$ cat config.mk
export PLATFORM = sky130hd
export DESIGN_NAME = instr_fetch_unit
export DESIGN_NICKNAME = d
export VERILOG_FILES = /design/src/rtl/riscv_pkg.sv /design/src/rtl/sync_fifo.sv /design/src/rtl/instr_fetch_unit.sv
export SDC_FILE = /design/constraint.sdc
export NUM_CORES = 1
export LEC_CHECK = 0
export CORE_MARGIN = 2
export CORE_UTILIZATION = 37
export DETAILED_ROUTE_END_ITERATION = 8
export PLACE_DENSITY = 0.61
export SLEW_MARGIN = 5
export SYNTH_ARGS = -nofsm -noshare
export SYNTH_HDL_FRONTEND = slang
export SYNTH_SLANG_ARGS = --single-unit
$ cat constraint.sdc
create_clock -name clk -period 6.5 [get_ports clk]
set_input_delay 1.3 -clock clk [delete_from_list [all_inputs] [get_ports clk]]
set_output_delay 1.3 -clock clk [all_outputs]
set_load 0.1 [all_outputs]
$ cat src/rtl/riscv_pkg.sv
// Shared RV32I constants used by the fetch front-end.
package riscv_pkg;
    localparam int              XLEN         = 32;
    localparam int              INSTR_BYTES  = 4;
    localparam logic [XLEN-1:0] RESET_VECTOR = 32'h0000_0000;
endpackage

$ cat src/rtl/sync_fifo.sv
// Synchronous circular FIFO with flush; head is read straight from registered storage.
module sync_fifo #(
    parameter int WIDTH = 32,
    parameter int DEPTH = 4
) (
    input  logic                       clk,
    input  logic                       rst,
    input  logic                       flush_i,
    input  logic                       push_i,
    input  logic [WIDTH-1:0]           push_data_i,
    input  logic                       pop_i,
    output logic [WIDTH-1:0]           head_o,
    output logic [$clog2(DEPTH):0]     count_o,
    output logic                       empty_o,
    output logic                       full_o
);
    localparam int AW = $clog2(DEPTH);
    localparam int CW = AW + 1;

    logic [WIDTH-1:0] mem_q [DEPTH];
    logic [AW-1:0]    wr_ptr_q, wr_ptr_d;
    logic [AW-1:0]    rd_ptr_q, rd_ptr_d;
    logic [CW-1:0]    count_q, count_d;
    logic             do_push, do_pop;

    assign empty_o = (count_q == '0);
    assign full_o  = (count_q == CW'(DEPTH));
    assign count_o = count_q;
    assign head_o  = mem_q[rd_ptr_q];

    // Flush wins over push and pop in the same cycle.
    assign do_push = push_i && !flush_i;
    assign do_pop  = pop_i && !flush_i && !empty_o;

    always_comb begin
        wr_ptr_d = wr_ptr_q;
        rd_ptr_d = rd_ptr_q;
        count_d  = count_q;
        if (flush_i) begin
            wr_ptr_d = '0;
            rd_ptr_d = '0;
            count_d  = '0;
        end else begin
            if (do_push) wr_ptr_d = wr_ptr_q + AW'(1);
            if (do_pop)  rd_ptr_d = rd_ptr_q + AW'(1);
            if (do_push && !do_pop)      count_d = count_q + CW'(1);
            else if (!do_push && do_pop) count_d = count_q - CW'(1);
        end
    end

    always_ff @(posedge clk or posedge rst) begin
        if (rst) begin
            wr_ptr_q <= '0;
            rd_ptr_q <= '0;
            count_q  <= '0;
        end else begin
            wr_ptr_q <= wr_ptr_d;
            rd_ptr_q <= rd_ptr_d;
            count_q  <= count_d;
        end
    end

    always_ff @(posedge clk) begin
        if (do_push) mem_q[wr_ptr_q] <= push_data_i;
    end
endmodule

$ cat src/rtl/instr_fetch_unit.sv
// RV32I fetch front-end: credit-limited in-order requests, prefetch buffer, redirect flush.
module instr_fetch_unit
    import riscv_pkg::*;
#(
    parameter int              DEPTH    = 4,
    parameter logic [XLEN-1:0] RESET_PC = RESET_VECTOR
) (
    input  logic            clk,
    input  logic            rst,
    input  logic            redirect_valid,
    input  logic [XLEN-1:0] redirect_pc,
    output logic            mem_req_valid,
    input  logic            mem_req_ready,
    output logic [XLEN-1:0] mem_req_addr,
    input  logic            mem_rsp_valid,
    input  logic [XLEN-1:0] mem_rsp_data,
    output logic            instr_valid,
    input  logic            instr_ready,
    output logic [XLEN-1:0] instr,
    output logic [XLEN-1:0] instr_pc
);
    localparam int            CW  = $clog2(DEPTH) + 1;
    localparam logic [CW:0]   CAP = (CW + 1)'(DEPTH);

    logic [XLEN-1:0]   fetch_pc_q, fetch_pc_d;
    logic [CW-1:0]     drop_q, drop_d;
    logic [CW-1:0]     buf_count, inflight;
    logic              buf_empty, buf_full, pcq_empty, pcq_full;
    logic [2*XLEN-1:0] buf_head;
    logic [XLEN-1:0]   pcq_head;
    logic              req_fire, rsp_take, buf_push, buf_pop;

    // Buffered entries plus outstanding requests never exceed DEPTH, so the buffer cannot overflow.
    assign mem_req_valid = !rst && !redirect_valid && !pcq_full &&
                           (({1'b0, buf_count} + {1'b0, inflight}) < CAP);
    assign mem_req_addr  = fetch_pc_q;
    assign req_fire      = mem_req_valid && mem_req_ready;
    assign rsp_take      = mem_rsp_valid && !pcq_empty;
    assign buf_push      = rsp_take && !redirect_valid && (drop_q == '0) && !buf_full;
    assign buf_pop       = instr_valid && instr_ready;

    assign instr_valid = !buf_empty;
    assign instr       = buf_empty ? '0 : buf_head[XLEN-1:0];
    assign instr_pc    = buf_empty ? '0 : buf_head[2*XLEN-1:XLEN];

    always_comb begin
        fetch_pc_d = fetch_pc_q;
        drop_d     = drop_q;
        if (redirect_valid) begin
            // Everything still outstanding belongs to the old path, except a response landing now.
            fetch_pc_d = redirect_pc & ~XLEN'(INSTR_BYTES - 1);
            drop_d     = inflight - CW'(rsp_take);
        end else begin
            if (req_fire)                  fetch_pc_d = fetch_pc_q + XLEN'(INSTR_BYTES);
            if (rsp_take && drop_q != '0)  drop_d     = drop_q - CW'(1);
        end
    end

    always_ff @(posedge clk or posedge rst) begin
        if (rst) begin
            fetch_pc_q <= RESET_PC;
            drop_q     <= '0;
        end else begin
            fetch_pc_q <= fetch_pc_d;
            drop_q     <= drop_d;
        end
    end

    sync_fifo #(.WIDTH(2 * XLEN), .DEPTH(DEPTH)) u_prefetch_buf (
        .clk         (clk),
        .rst         (rst),
        .flush_i     (redirect_valid),
        .push_i      (buf_push),
        .push_data_i ({pcq_head, mem_rsp_data}),
        .pop_i       (buf_pop),
        .head_o      (buf_head),
        .count_o     (buf_count),
        .empty_o     (buf_empty),
        .full_o      (buf_full)
    );

    // Tracks the PC of every accepted request; its occupancy is the in-flight count.
    sync_fifo #(.WIDTH(XLEN), .DEPTH(DEPTH)) u_inflight_pcq (
        .clk         (clk),
        .rst         (rst),
        .flush_i     (1'b0),
        .push_i      (req_fire),
        .push_data_i (fetch_pc_q),
        .pop_i       (rsp_take),
        .head_o      (pcq_head),
        .count_o     (inflight),
        .empty_o     (pcq_empty),
        .full_o      (pcq_full)
    );
endmodule

==> results.yml <==
logic_synthesis:
  synth_seq_cells: 415
  synthFlopType: "edfxtp_1"
  async_flop_share_pct: 11.3
  synth_edf_count: 368
  syn-cell-area_um2: 16700
  netlist_instances: 896
  ys_types: 58
  yosys_warnings: 0
  synth-seq-area-share_pct: 73.4
  syn_avg_cell_area_um2: 18.6
global_routing:
  overflow: 0
  grtUsageTotal_pct: 15.7
  grt_antenna_before_repair: 1
  grt_pass1_wl_mm: 55.5
  grt_pass1_vias: 9113
  grt_max_degree: 63
layout:
  drive_gt1_share_pct: 17.2
  final_cells: 1704
  num-nets-final: 1165
  final_common_cell: "edfxtp_1"
  final_cell_mix: "edfxtp_1 (368), clkdlybuf4s50_1 (160), mux4_2 (92)"
  area_growth_pct: 22.6
  diodes: 0
  n_fill_cell: 3763
floorplan:
  initial_core_util_pct: 37.6
  rows: 77
  boundaryPins: 168
  die_y_um: 216
  die_area_um2: 46700
  die_width_um: 216
  coreArea_um2: 44300
placed_design:
  port_buffers: 161
  globalplace.congestion: 0.769
  dpl_worst_slack_ps: 1750
  post-place-cells: 1623
  dp_hpwl_mm: 21.5
timing:
  finalSetupViolations: 0
  tightest_slew_ps: 1100
  tns_ps: 0
  holdWs_ps: 482
  hold_viol_final: 0
  slew_headroom_pct: 26.5
  fin_ws_ps: 1580
  period_needed_ps: 4920
  fmaxAchievable_ghz: 0.203
  fin_crit_sh_pct: 75.7
  fin_skew_ps: 21.4
  slew_violations: 0
  rsz0062_at_grt: "false"
critical_path:
  criticalPathCategory: "reg2out"
  end_kind: "output pin"
  path_cells: "buf_12, mux4_2, and2_1, clkdlybuf4s50_1"
  r2r-start: "u_prefetch_buf.count_o[2]$_DFFE_PP0P_"
  cpMaxStageDelayCell: "dfrtp_4"
  regToRegSetupSlack_ps: 3340
  cp_slowest_stage_delay_ps: 1000
  reg2reg_to: "u_inflight_pcq.mem_q[2][3]$_DFFE_PP_"
  start_kind: "register"
  critical_path_required_ps: 5200
  worstPathArrival_ps: 3620
  reg2regPathDepth: 7
  cp_max_fo: 38
clock_network:
  cts_resized: 0
  clk_pin_slew_ps: 60
  hold_buffers: 0
  cts_sinks: 415
  clock-root-buffer: "clkbuf_16"
  cts_buffers: 44
  cts_tree: "built"
  htreeDepth: 2
  post_cts_buffers: 0
  insertion_delay_ps: 560
  cts_max_path_buffers: 3
job:
  drv_cap: 0
hold_path:
  hold_depth: 1
  worstHoldPathType: "reg2reg"
  hold_start: "u_inflight_pcq.rd_ptr_q[0]$_DFFE_PP0P_"
  holdPathEnd: "u_inflight_pcq.rd_ptr_q[0]$_DFFE_PP0P_"
pwr:
  vdd_drop_max_v: 0.000361
  pwr-share-seq_pct: 35.9
  power_frac_clock_pct: 25.4
  p_per_area_nw_per_um2: 472
  share_comb_of_total_power_pct: 38.6
  p_leak_nw: 6.68
  p_sw_mw: 3.90
  switching_share_pct: 40.5
  internal_power_mw: 5.74
run_status:
  run_status: "completed"
detailed_routing:
  ant_nets: 0
  drc: 0
  detail_route.wl_per_cell_um: 21.2
  num_vias: 8750
  first_pass_iters: 7
  dr.first_iter.drc_count: 589
  drt_wl_total_mm: 36.1
  via_per_inst: 5.13
## power by group through the flow
stage | clock, mW | combinational, mW | sequential [mW]
3_3_place_gp | 0 | 3.75 | 3.52
5_1_grt | 2.61 | 3.91 | 3.50
6_report | 2.45 | 3.72 | 3.46
4_1_cts | 2.51 | 3.78 | 3.47
3_5_place_dp | 0 | 3.78 | 3.53
2_1_floorplan | 0 | 2.81 | 3.53
## flip-flops by register name, summed over array words and instances (netlist names)
signal / count
u_prefetch_buf.rd_ptr_q: 2
u_inflight_pcq.mem_q: 120
u_prefetch_buf.count_o: 3
u_inflight_pcq.wr_ptr_q: 2
u_inflight_pcq.count_o: 3
u_prefetch_buf.mem_q: 248
drop_q: 3
u_prefetch_buf.wr_ptr_q: 2
u_inflight_pcq.rd_ptr_q: 2
mem_req_addr: 30
## logic make-up (layout without fill, tap and decap cells)
| kind of cell | after synthesis | after routing | synth area share (%) |
|---|---|---|---|
| xor gates and xnor gates | 12 | 12 | 0.631 |
| buffers and inverters | 74 | 287 | 1.78 |
| AOI/OAI and AO/OA | 74 | 74 | 3.12 |
| adders and majority gates | 18 | 18 | 1.44 |
| muxes | 99 | 99 | 12.9 |
| and+or+nand+nor | 203 | 203 | 6.76 |
| DFF | 415 | 415 | 73.4 |
| other | 1 | 4 | 0.0225 |
## through the flow
stage | util, % | cell area [um^2] | total power, mW
after floorplan | - | 16700 | 6.34
after global placement | 42.9 | 19000 | 7.27
after detailed placement | 42.9 | 19000 | 7.31
after CTS | 46.1 | 20400 | 9.77
after global routing | 46.1 | 20400 | 10.0
final | 46.1 | 20400 | 9.63
## synth_stat cells, drive strengths merged (2+ instances only)
master / number / share of area, %
a32oi: 2 / 0.11
and3: 2 / 0.075
xor2: 5 / 0.26
a211oi: 2 / 0.090
a21boi: 2 / 0.090
o211ai: 12 / 0.54
xnor2: 7 / 0.37
and2: 75 / 2.8
nand2: 33 / 0.74
edfxtp: 368 / 66
a22oi: 7 / 0.32
mux2i: 6 / 0.36
mux4: 92 / 12
a21o: 5 / 0.23
ha: 16 / 1.2
nand3: 24 / 0.72
clkbuf: 26 / 0.59
a21oi: 14 / 0.44
dfrtp: 47 / 7.1
or3: 6 / 0.26
and4: 2 / 0.11
or4: 6 / 0.28
inv: 27 / 0.61
o21ai: 13 / 0.39
nor4: 3 / 0.11
fa: 2 / 0.24
buf: 20 / 0.56
nand4: 11 / 0.45
or3b: 2 / 0.11
nor3: 12 / 0.36
nor2: 22 / 0.50
o31a: 2 / 0.11
a221o: 6 / 0.36
## layout make-up
class	instances	area (um^2)	area share (%)
tap	592	741	3.63
clock inverter	18	149	0.729
inverter	28	105	0.515
clock buffer	63	1270	6.24
timing repair buffer	178	1760	8.61
multi-input combinational	410	4160	20.4
sequential	415	12200	59.9
## per-layer routing
metal	up-vias	GRT usage, %	share of wire, %	wire length (um)
met4	2	4.77	2.3	835
met1	4498	21.4	45	16200
met5	-	0	0.044	16
li1	3930	-	-	-
met2	265	25.4	47	17100
met3	55	3.47	5.4	1960
## critical path, delay by kind of cell, from the launching register on
family	cells	cell delay, ps
simple gates	1	170
buf+inv	2	1320
mux	1	540
flops	1	1000
## how the worst max path moves through the flow
| stage | startpoint | slack, ps | to | depth (start not counted) |
|---|---|---|---|---|
| 2_1_floorplan | redirect_valid | 2240 | u_prefetch_buf.mem_q[0][0]$_DFFE_PP_ | 4 |
| 3_3_place_gp | rst | 1730 | mem_req_valid | 4 |
| 3_5_place_dp | rst | 1750 | mem_req_valid | 4 |
| 4_1_cts | u_prefetch_buf.rd_ptr_q[0]$_DFFE_PP0P_ | 1420 | instr_pc[2] | 4 |
| 5_1_grt | u_prefetch_buf.rd_ptr_q[0]$_DFFE_PP0P_ | 1340 | instr_pc[4] | 4 |
| 6_report | u_prefetch_buf.rd_ptr_q[0]$_DFFE_PP0P_ | 1580 | instr_pc[2] | 4 |
(Power assumes the default switching activity.)
